## src/rtl/uart_pkg.sv

```systemverilog
// Shared definitions for the 16550 data buffers: trigger-level encoding and
// the helper that turns a trigger level into an occupancy threshold.
package uart_pkg;

   typedef enum logic [1:0] {
      TRIG_1  = 2'b00,   // one entry
      TRIG_Q  = 2'b01,   // quarter full
      TRIG_H  = 2'b10,   // half full
      TRIG_NF = 2'b11    // nearly full (two short of DEPTH)
   } trig_lvl_e;

   // Occupancy at which trig_hit asserts for a given level and FIFO depth.
   function automatic int unsigned trig_threshold(input trig_lvl_e lvl,
                                                  input int unsigned depth);
      int unsigned thr;
      case (lvl)
         TRIG_1:  thr = 1;
         TRIG_Q:  thr = depth / 4;
         TRIG_H:  thr = depth / 2;
         default: thr = depth - 2;
      endcase
      return thr;
   endfunction

endpackage

```

## src/rtl/fifo_mem.sv

```systemverilog
// Simple dual-port storage for the UART FIFO: synchronous write, registered
// synchronous read. The read register holds its value when no read is issued.
module fifo_mem #(
   parameter  int WIDTH      = 11,
   parameter  int DEPTH      = 16,
   localparam int ADDR_WIDTH = $clog2(DEPTH)
) (
   input  logic                  clk,
   input  logic                  rst,
   input  logic                  wr_en,
   input  logic [ADDR_WIDTH-1:0] wr_addr,
   input  logic [WIDTH-1:0]      wr_data,
   input  logic                  rd_en,
   input  logic [ADDR_WIDTH-1:0] rd_addr,
   output logic [WIDTH-1:0]      rd_data
);

   logic [WIDTH-1:0] mem [DEPTH];

   // Write port.
   // NOTE: the array carries no reset; occupancy tracking in the parent keeps
   // unwritten locations from ever being read, and a reset would block RAM mapping.
   always_ff @(posedge clk) begin
      if (wr_en) mem[wr_addr] <= wr_data;
   end

   // Registered read port; resets to zero so rd_data has a defined value.
   // NOTE: non-blocking assignment means a read and write to the same address
   // in one cycle return the old contents, which the full-FIFO push+pop relies on.
   always_ff @(posedge clk) begin
      if (rst)        rd_data <= '0;
      else if (rd_en) rd_data <= mem[rd_addr];
   end

endmodule

```

## src/rtl/uart_fifo.sv

```systemverilog
// 16550 RX/TX data buffer: data + error tag per entry, occupancy count,
// synchronous flush, programmable trigger, sticky overrun, error-in-FIFO flag.
module uart_fifo
   import uart_pkg::*;
#(
   parameter  int WIDTH      = 8,
   parameter  int ERR_WIDTH  = 3,
   parameter  int DEPTH      = 16,
   localparam int ADDR_WIDTH = $clog2(DEPTH)
) (
   input  logic                  clk,
   input  logic                  rst,
   input  logic                  clr,
   input  logic                  wr_en,
   input  logic [WIDTH-1:0]      wr_data,
   input  logic [ERR_WIDTH-1:0]  wr_err,
   input  logic                  rd_en,
   output logic [WIDTH-1:0]      rd_data,
   output logic [ERR_WIDTH-1:0]  rd_err,
   output logic                  rd_valid,
   output logic                  empty,
   output logic                  full,
   output logic [ADDR_WIDTH:0]   count,
   input  logic [1:0]            trig_lvl,
   output logic                  trig_hit,
   output logic                  overrun,
   input  logic                  ovr_clr,
   output logic                  err_in_fifo
);

   localparam logic [ADDR_WIDTH:0] FULL_CNT = (ADDR_WIDTH + 1)'(DEPTH);

   logic [ADDR_WIDTH-1:0]       wr_ptr, rd_ptr;
   logic [ADDR_WIDTH:0]         err_cnt;
   logic [DEPTH-1:0]            err_map;     // per-slot "tag is non-zero" flag
   logic                        pop_ok, push_ok, drop;
   logic                        push_err, pop_err;
   logic [ADDR_WIDTH:0]         count_next, err_next;
   int unsigned                 thresh;
   logic [WIDTH+ERR_WIDTH-1:0]  mem_rd;

   // Flags decoded purely from registered state.
   assign empty       = (count == '0);
   assign full        = (count == FULL_CNT);
   assign err_in_fifo = (err_cnt != '0);
   assign rd_data     = mem_rd[WIDTH-1:0];
   assign rd_err      = mem_rd[WIDTH +: ERR_WIDTH];

   // Handshake decode and next-state arithmetic; flush overrides push and pop.
   // NOTE: every signal gets a default before any branch so no latch is inferred.
   always_comb begin
      pop_ok     = rd_en && !empty && !clr;
      push_ok    = wr_en && (!full || (rd_en && !empty)) && !clr;
      drop       = wr_en && full && !rd_en && !clr;
      push_err   = push_ok && (wr_err != '0);
      pop_err    = pop_ok && err_map[rd_ptr];
      count_next = count;
      err_next   = err_cnt;
      if (clr) begin
         count_next = '0;
         err_next   = '0;
      end else begin
         if (push_ok && !pop_ok)      count_next = count + 1'b1;
         else if (pop_ok && !push_ok) count_next = count - 1'b1;
         if (push_err && !pop_err)      err_next = err_cnt + 1'b1;
         else if (pop_err && !push_err) err_next = err_cnt - 1'b1;
      end
      thresh = trig_threshold(trig_lvl_e'(trig_lvl), DEPTH);
   end

   // Pointers, counters, read strobe, trigger and overrun state.
   always_ff @(posedge clk) begin
      if (rst) begin
         wr_ptr   <= '0;
         rd_ptr   <= '0;
         count    <= '0;
         err_cnt  <= '0;
         rd_valid <= 1'b0;
         trig_hit <= 1'b0;
         overrun  <= 1'b0;
      end else begin
         if (clr) begin
            wr_ptr <= '0;
            rd_ptr <= '0;
         end else begin
            if (push_ok) wr_ptr <= wr_ptr + 1'b1;
            if (pop_ok)  rd_ptr <= rd_ptr + 1'b1;
         end
         count    <= count_next;
         err_cnt  <= err_next;
         rd_valid <= pop_ok;
         trig_hit <= (32'(count_next) >= thresh);
         if (drop)         overrun <= 1'b1;
         else if (ovr_clr) overrun <= 1'b0;
      end
   end

   // Side map of non-zero tags so a pop can update err_cnt in the same cycle.
   always_ff @(posedge clk) begin
      if (rst)          err_map <= '0;
      else if (push_ok) err_map[wr_ptr] <= (wr_err != '0);
   end

   fifo_mem #(
      .WIDTH (WIDTH + ERR_WIDTH),
      .DEPTH (DEPTH)
   ) u_mem (
      .clk     (clk),
      .rst     (rst),
      .wr_en   (push_ok),
      .wr_addr (wr_ptr),
      .wr_data ({wr_err, wr_data}),
      .rd_en   (pop_ok),
      .rd_addr (rd_ptr),
      .rd_data (mem_rd)
   );

endmodule

```

## config.mk

```make
export PLATFORM = sky130hd
export DESIGN_NAME = uart_fifo
export DESIGN_NICKNAME = d
export VERILOG_FILES = /design/src/rtl/uart_pkg.sv /design/src/rtl/fifo_mem.sv /design/src/rtl/uart_fifo.sv
export SDC_FILE = /design/constraint.sdc
export NUM_CORES = 1
export LEC_CHECK = 0
export BUFFER_PORTS_ARGS = -buffer_cell sky130_fd_sc_hd__buf_2
export CAP_MARGIN = 30
export CORE_UTILIZATION = 60
export DETAILED_ROUTE_END_ITERATION = 7
export PLACE_DENSITY = 0.78
export SETUP_SLACK_MARGIN = 0.1
export SLEW_MARGIN = 0
export SYNTH_ARGS = -nofsm -noshare
export SYNTH_HDL_FRONTEND = slang
export SYNTH_HIERARCHICAL = 1
export SYNTH_SLANG_ARGS = --single-unit
```

## constraint.sdc

```tcl
create_clock -name clk -period 3.3 [get_ports clk]
set_input_delay 0.66 -clock clk [delete_from_list [all_inputs] [get_ports clk]]
set_output_delay 0.66 -clock clk [all_outputs]
set_load 0.05 [all_outputs]
```

==> flow_summary.json, run 1 <==
{
  "first_global_vias": 6092,
  "p_leak_nw": 3.82,
  "final_common_cell": "edfxtp_1",
  "viasPerCell": 6.01,
  "setup_viol": 0,
  "crit_family": "adder cells",
  "num_antenna_cells": 0,
  "synthFlopType": "edfxtp_1",
  "rsz0062_at_grt": "no",
  "drc": 0,
  "grt_max_degree": 53,
  "place_hpwl_mm": 12.9,
  "worstHoldEndpoint": "overrun",
  "synth.distinct_cells": 52,
  "synth-seq-cells": 224,
  "final_cell_mix": "edfxtp_1 (176), mux2i_1 (114), nand3_1 (52)",
  "combinationalPowerShare_pct": 4.3,
  "grt.total_usage_pct": 25.7,
  "slowest_stage": "or4b_4",
  "fillCellCount": 1021,
  "h-tree-depth": 1,
  "crit_arrival_ns": 3.41,
  "synth_top_area_share_pct": 55.4,
  "grt_pass1_wl_mm": 31.8,
  "whs_ns": 0.423,
  "cp_num_buf_inv": 3,
  "die_width_um": 128,
  "drive_above_1_share_pct": 17.0,
  "wl_mm": 20.4,
  "first_pass_iters": 5,
  "wl_met1_mm": 8.35,
  "grt_overflow": 0,
  "outcome": "finished, final reports clean",
  "holdCritPathClass": "in -> reg",
  "syn_inst": 685,
  "crit_top_cell": "ha_1",
  "powerDensity_nw_per_um2": 557,
  "met2_length_mm": 10.3,
  "synth_nets": 721,
  "start_util_pct": 62.1,
  "ir_worst_vdd_v": 0.000347,
  "finalMaxSlewViolations": 0,
  "wl_met3_mm": 1.20,
  "die_height_um": 128,
  "drv_cap": 0,
  "fin_skew_ns": 0.0166,
  "async_flop_share_pct": 0,
  "synth_edf_count": 176,
  "synth_area_leaders": "edfxtp_1 (55%), mux2i_1 (12%), dfxtp_1 (10%)",
  "p_int_mw": 4.81,
  "final_nets": 782,
  "gp_congestion": 0.903,
  "cp-end-kind": "flip-flop",
  "final_cell_area_sq_um": 10900,
  "antenna_left": 0,
  "cpPeakStageDelay_ns": 0.52,
  "hp-start": "ovr_clr",
  "antenna_found_initial": 0,
  "top_layer_used": "met4",
  "cts.sinks": 224,
  "avgSynthCellArea_sq_um": 13.9,
  "via_count": 5850,
  "die-area_sq_um": 16400,
  "switching_share_pct": 20.4,
  "post_cts_buffers": 0,
  "drtIter0Drc": 458,
  "syn_to_final_growth_pct": 13.9,
  "finalHoldViolCount": 0,
  "slew_headroom_pct": 36.6,
  "clkSlewWorstSetupHoldPaths_ns": 0.06,
  "synth.cell_area_sq_um": 9540,
  "setup_slack_ns": 0.341,
  "power.switching_mw": 1.23,
  "r2r_start": "count[0]",
  "pwr-share-clk_pct": 44.8,
  "place_area_sq_um": 10100,
  "synth_seq_area_share_pct": 65.5,
  "yosys_warnings": 6,
  "fmax_ghz": 0.338,
  "required_ns": 3.76,
  "hold_depth": 3,
  "clockBufferDepth": 3,
  "critical_path.cell_chain": "inv_1 > ha_1 > or4b_4 > clkinv_4 > nor2_2 > nand2_1 > ha_1 > inv_1 > ha_1 > a21oi_1 > a211o_1 > a211oi_1 > a31o_2",
  "tns_ns": 0,
  "synth_area_leader_cell": "edfxtp_1",
  "p_total_mw": 6.05,
  "pwr-share-seq_pct": 50.9,
  "path_class": "reg -> reg",
  "ioPinCount": 41,
  "r2r_cells": 13,
  "routedWlPerCell_um": 21.0,
  "min_period_ns": 2.96,
  "cp_max_fo": 7,
  "worstMarginPinSlew_ns": 0.950,
  "start_kind": "flip-flop",
  "timing.rr.end": "err_cnt[4]",
  "fin_crit_sh_pct": 89.7,
  "row_count": 45,
  "cts_buffers": 23,
  "dpl_worst_slack_ns": 0.301,
  "clock_latency_ns": 0.51,
  "cts_root_buf": "clkbuf_16",
  "port-buffer-count": 40,
  "r2r_setup_slack_ns": 0.34,
  "coreArea_sq_um": 15400,
  "cts_tree": "built"
}
## registers in the layout, indices dropped and copies added, names as in the netlist
name	flops
count	5
err_cnt	5
err_map	16
overrun	1
rd_ptr	4
rd_valid	1
trig_hit	1
u_mem/mem	176
u_mem/rd_data	11
wr_ptr	4
## repair_timing
action / 4_1_cts / 5_1_grt
resized for setup: 0 / 2
endpoints found under the setup margin: 0 / 1
hold buffers: 0 / 0
## cell usage after synthesis, drive strengths merged, types with 2 or more instances
cell type and instances:
a211o 2, a21o 2, edfxtp 176, and2 2
nor2 44, xor2 2, or3 3, nor2b 9
dfxtp 48, a22oi 33, or2 2, mux4 4
nand2b 22, o31ai 2, clkbuf 20, nand2 38
nor3b 3, or3b 2, nand3 52, nor3 8
nand3b 3, mux2i 114, ha 16, buf 16
a211oi 2, xnor2 5, or4 2, nand4 3
a21oi 20, inv 10, o21ai 3, mux2 2
## tightest hold or removal path, stage by stage
cell and delay, ns:
buf_2 0.07, nand2b_1 0.08, a21oi_1 0.05
## worst max-delay path by stage
stage             start         endpoint  slack, ns  cells after the start
2_1_floorplan  count[0]  u_mem/mem[8][0]       0.18                      7
3_3_place_gp   count[0]       err_cnt[4]       0.43                     13
3_5_place_dp   count[0]       err_cnt[4]       0.30                     12
4_1_cts        count[0]       err_cnt[4]       0.27                     12
5_1_grt        count[0]       err_cnt[4]       0.13                     13
6_report       count[0]       err_cnt[4]       0.34                     13
## routing by layer
layer / vias up / global-route usage (%)
li1: 2703 / -
met1: 2885 / 32.5
met2: 218 / 44.7
met3: 44 / 3.76
met4: 0 / 10.2
met5: - / 0
## through the flow
step | util [%] | cells
after detailed placement | 65.4 | 932
after global placement | 65.4 | 932
after global routing | 70.6 | 974
final | 70.6 | 974
after floorplan | - | 685
after CTS | 70.6 | 974
## cell families (layout without fill, tap and decap cells)
| family | count (synthesis) | after routing | synth area share, % |
|---|---|---|---|
| DFF | 224 | 224 | 65.5 |
| and+or+nand+nor | 201 | 201 | 10.7 |
| muxes | 120 | 120 | 13.2 |
| AOI/OAI and AO/OA | 69 | 69 | 5.00 |
| buffers and inverters | 47 | 125 | 2.72 |
| adders and majority gates | 17 | 17 | 2.31 |
| xor gates and xnor gates | 7 | 7 | 0.643 |
## power groups by stage
stage	combinational (mW)	sequential [mW]	clock, mW
detailed placement	0.261	3.14	0
floorplan	0.143	3.16	0
global placement	0.253	3.14	0
finish	0.263	3.08	2.71
CTS	0.262	3.08	2.74
global route	0.288	3.08	2.85
## final cells by class
| class | count | area (sq um) | share of cell area, % |
|---|---|---|---|
| Tap cell | 211 | 264 | 2.43 |
| Clock buffer | 32 | 639 | 5.89 |
| Clock inverter | 10 | 160 | 1.47 |
| Sequential cell | 224 | 6250 | 57.6 |
| Multi-Input combinational cell | 414 | 3060 | 28.2 |
| Timing Repair Buffer | 72 | 440 | 4.06 |
| Inverter | 11 | 46.3 | 0.426 |
Power figures use the tool's default switching activity.
==> inputs of run 2 (changes only) <==
--- a/config.mk
+++ b/config.mk
@@ -5,11 +5,12 @@
 export SDC_FILE = /design/constraint.sdc
 export NUM_CORES = 1
 export LEC_CHECK = 0
+export ABC_AREA = 1
 export BUFFER_PORTS_ARGS = -buffer_cell sky130_fd_sc_hd__buf_2
 export CAP_MARGIN = 30
-export CORE_UTILIZATION = 60
+export CORE_UTILIZATION = 51
 export DETAILED_ROUTE_END_ITERATION = 7
-export PLACE_DENSITY = 0.78
+export PLACE_DENSITY = 0.68
 export SETUP_SLACK_MARGIN = 0.1
 export SLEW_MARGIN = 0
 export SYNTH_ARGS = -nofsm -noshare
==> run 2 against run 1 <==
  * Clock-buffer cell count stayed put
  * Worst hold slack better by 0.025 ns
  * Area after synthesis is 3.2% higher
  * Clock skew is 0.0070 ns lower
  * Total power is 3.9% higher
  * Critical endpoint unchanged
  * First-iteration DRC count is 7.2% higher
  * Flip-flop and latch count stayed put
  * Critical path depth is 2 higher
  * Setup slack better by 0.26 ns
==> flow_summary.json, run 2 <==
{
  "slew_headroom_pct": 37.7,
  "synth_area_leader_cell": "edfxtp_1",
  "place_hpwl_mm": 13.4,
  "ir_worst_vdd_v": 0.000376,
  "synth.most_common_cell": "nand2_1",
  "multi_input_area_sq_um": 3120,
  "grt_pass1_wl_mm": 35.1,
  "first_pass_iters": 5,
  "p_total_mw": 6.29,
  "antenna_left": 0,
  "rsz0062_at_grt": "no",
  "ioPinCount": 41,
  "seq_area_sq_um": 6250,
  "num_antenna_cells": 0,
  "cts.sinks": 224,
  "clkSlewWorstSetupHoldPaths_ns": 0.06,
  "synth_compound_area_share_pct": 2.48,
  "critical_path.cell_chain": "inv_1 > ha_1 > nand3_2 > nand2_4 > nor2_4 > nand3_1 > ha_1 > inv_1 > ha_1 > nand2_1 > nand2_1 > a21oi_1 > xnor2_1 > nand2_1 > a21oi_1",
  "cp_max_fo": 6,
  "fin_crit_sh_pct": 81.6,
  "finalMaxSlewViolations": 0,
  "final_cell_mix": "nand2_1 (318), nand3_1 (187), edfxtp_1 (176)",
  "synth_area_leaders": "edfxtp_1 (54%), nand2_1 (12%), dfxtp_1 (9.8%)",
  "cts-hold-fix-buffers": 0,
  "placed_cells": 1276,
  "min_period_ns": 2.69,
  "cts_root_buf": "clkbuf_16",
  "fillCellCount": 1581,
  "synth-seq-cells": 224,
  "crit_arrival_ns": 3.12,
  "required_ns": 3.73,
  "post_cts_buffers": 0,
  "port-buffer-count": 40,
  "outcome": "finished, final reports clean",
  "fin_skew_ns": 0.00960,
  "syn_to_final_growth_pct": 13.6,
  "dpl_worst_slack_ns": 0.600,
  "drive_above_1_share_pct": 11.5,
  "synth_nets": 1028,
  "setup_slack_ns": 0.606,
  "start_util_pct": 52.3,
  "synth-simple-area-share_pct": 26.3,
  "synthMuxAreaShare_pct": 0,
  "cts_tree": "built",
  "largestRegisters": "u_mem/mem x176, err_map x16, u_mem/rd_data x11",
  "viasPerCell": 5.29,
  "gp_congestion": 0.866,
  "coreArea_sq_um": 18800,
  "drv_cap": 0,
  "fmax_ghz": 0.371,
  "async_flop_share_pct": 0,
  "cpPeakStageDelay_ns": 0.40,
  "synth_top_area_share_pct": 53.7,
  "synthAdderAreaFrac_pct": 2.24,
  "wl_met1_mm": 9.90,
  "grt_overflow": 0,
  "postCtsResizedCells": 0,
  "synth_edf_count": 176,
  "synth_seq_area_share_pct": 63.5,
  "routedWlPerCell_um": 16.7,
  "synth_xor_area_share_pct": 0.712,
  "cp-end-kind": "flip-flop",
  "grt.total_usage_pct": 23.0,
  "drtIter0Drc": 491,
  "powerDensity_nw_per_um2": 562,
  "cp_num_buf_inv": 2,
  "p_leak_nw": 4.40,
  "clock_latency_ns": 0.51,
  "top_register": "u_mem/mem",
  "row_count": 50,
  "ys_top_cells_by_count": "nand2_1 (318), nand3_1 (187), edfxtp_1 (176)",
  "slowest_stage": "dfxtp_1",
  "synth_top_family_by_area": "simple AND/OR/NAND/NOR gates",
  "antenna_found_initial": 0,
  "first_global_vias": 6552,
  "final_common_cell": "nand2_1",
  "r2r_setup_slack_ns": 0.61,
  "largest_register_ffs": 176,
  "drc": 0,
  "die-area_sq_um": 19900,
  "holdCritPathClass": "in -> reg",
  "wl_met3_mm": 1.21,
  "syn_inst": 992,
  "via_count": 6980,
  "cts_buffers": 24,
  "synthFlopType": "edfxtp_1",
  "crit_family": "adder cells",
  "finalHoldViolCount": 0,
  "clockBufferDepth": 3,
  "die_width_um": 141,
  "die_height_um": 141,
  "top_layer_used": "met4",
  "met2_length_mm": 10.4,
  "synth.cell_area_sq_um": 9840,
  "h-tree-depth": 1,
  "setup_viol": 0,
  "start_kind": "flip-flop",
  "grt_max_degree": 89,
  "path_class": "reg -> reg",
  "worstMarginPinSlew_ns": 0.934,
  "final_nets": 1078,
  "tns_ns": 0,
  "avgSynthCellArea_sq_um": 9.92,
  "synth.distinct_cells": 33,
  "final_cells": 1319,
  "yosys_warnings": 6,
  "wl_mm": 22.1
}
run 2: changes by cell type after synthesis, sizes merged, moves of 15 or more:
cell	change
nand2b	-22
inv	+50
nand3	+137
mux2i	-114
buf	+15
nor2	+31
nand2	+281
a22oi	-33
run 2: cells by family after synthesis:
group	after synthesis
AOI/OAI and AO/OA	47
xor gates and xnor gates	8
and+or+nand+nor	592
adders and majority gates	17
DFF	224
buffers and inverters	104
run 2: metal layers:
layer / track usage [%] / vias up
met2: 37.2 / 197
li1: - / 3440
met1: 32.8 / 3313
met5: 0 / -
met3: 2.96 / 30
met4: 6.86 / 0
run 2: worst paths after layout:
kind                                  start  cells past startpoint          end
worst max-delay path               count[0]                     15   err_cnt[4]
worst max register to register     count[0]                     15   err_cnt[4]
worst min-delay path                ovr_clr                      3      overrun
worst min register to register  err_map[15]                      2  err_map[15]
run 2: layout make-up:
cell class                      count  area share, %
Tap cell                          260           2.91
Multi-Input combinational cell    664           27.9
Clock buffer                       32           6.30
Sequential cell                   224           55.9
Clock inverter                     11           1.19
Inverter                           62           2.10
Timing Repair Buffer               66           3.65
run 2: worst register-to-register path: cells and delay by family, from the launching register on:
| kind | cells | cell delay (ns) |
|---|---|---|
| compound gates | 2 | 0.28 |
| buf+inv | 2 | 0.28 |
| flops | 1 | 0.40 |
| simple gates | 7 | 0.72 |
| fa+ha+maj | 3 | 0.82 |
| xor+xnor | 1 | 0.14 |
run 2: where the power goes:
part | switching (mW) | internal [mW]
logic | 0.299 | 0.111
clock network | 1.06 | 1.73
registers | 0.0195 | 3.07
run 2: stage by stage:
stage / instance area (sq um) / hold WS (ns) / util (%)
3_5_place_dp: 10300 / 0.455 / 54.9
6_report: 11200 / 0.448 / 59.4
2_1_floorplan: 9840 / 0.439 / -
5_1_grt: 11200 / 0.433 / 59.4
4_1_cts: 11200 / 0.426 / 59.4
3_3_place_gp: 10300 / 0.449 / 54.9
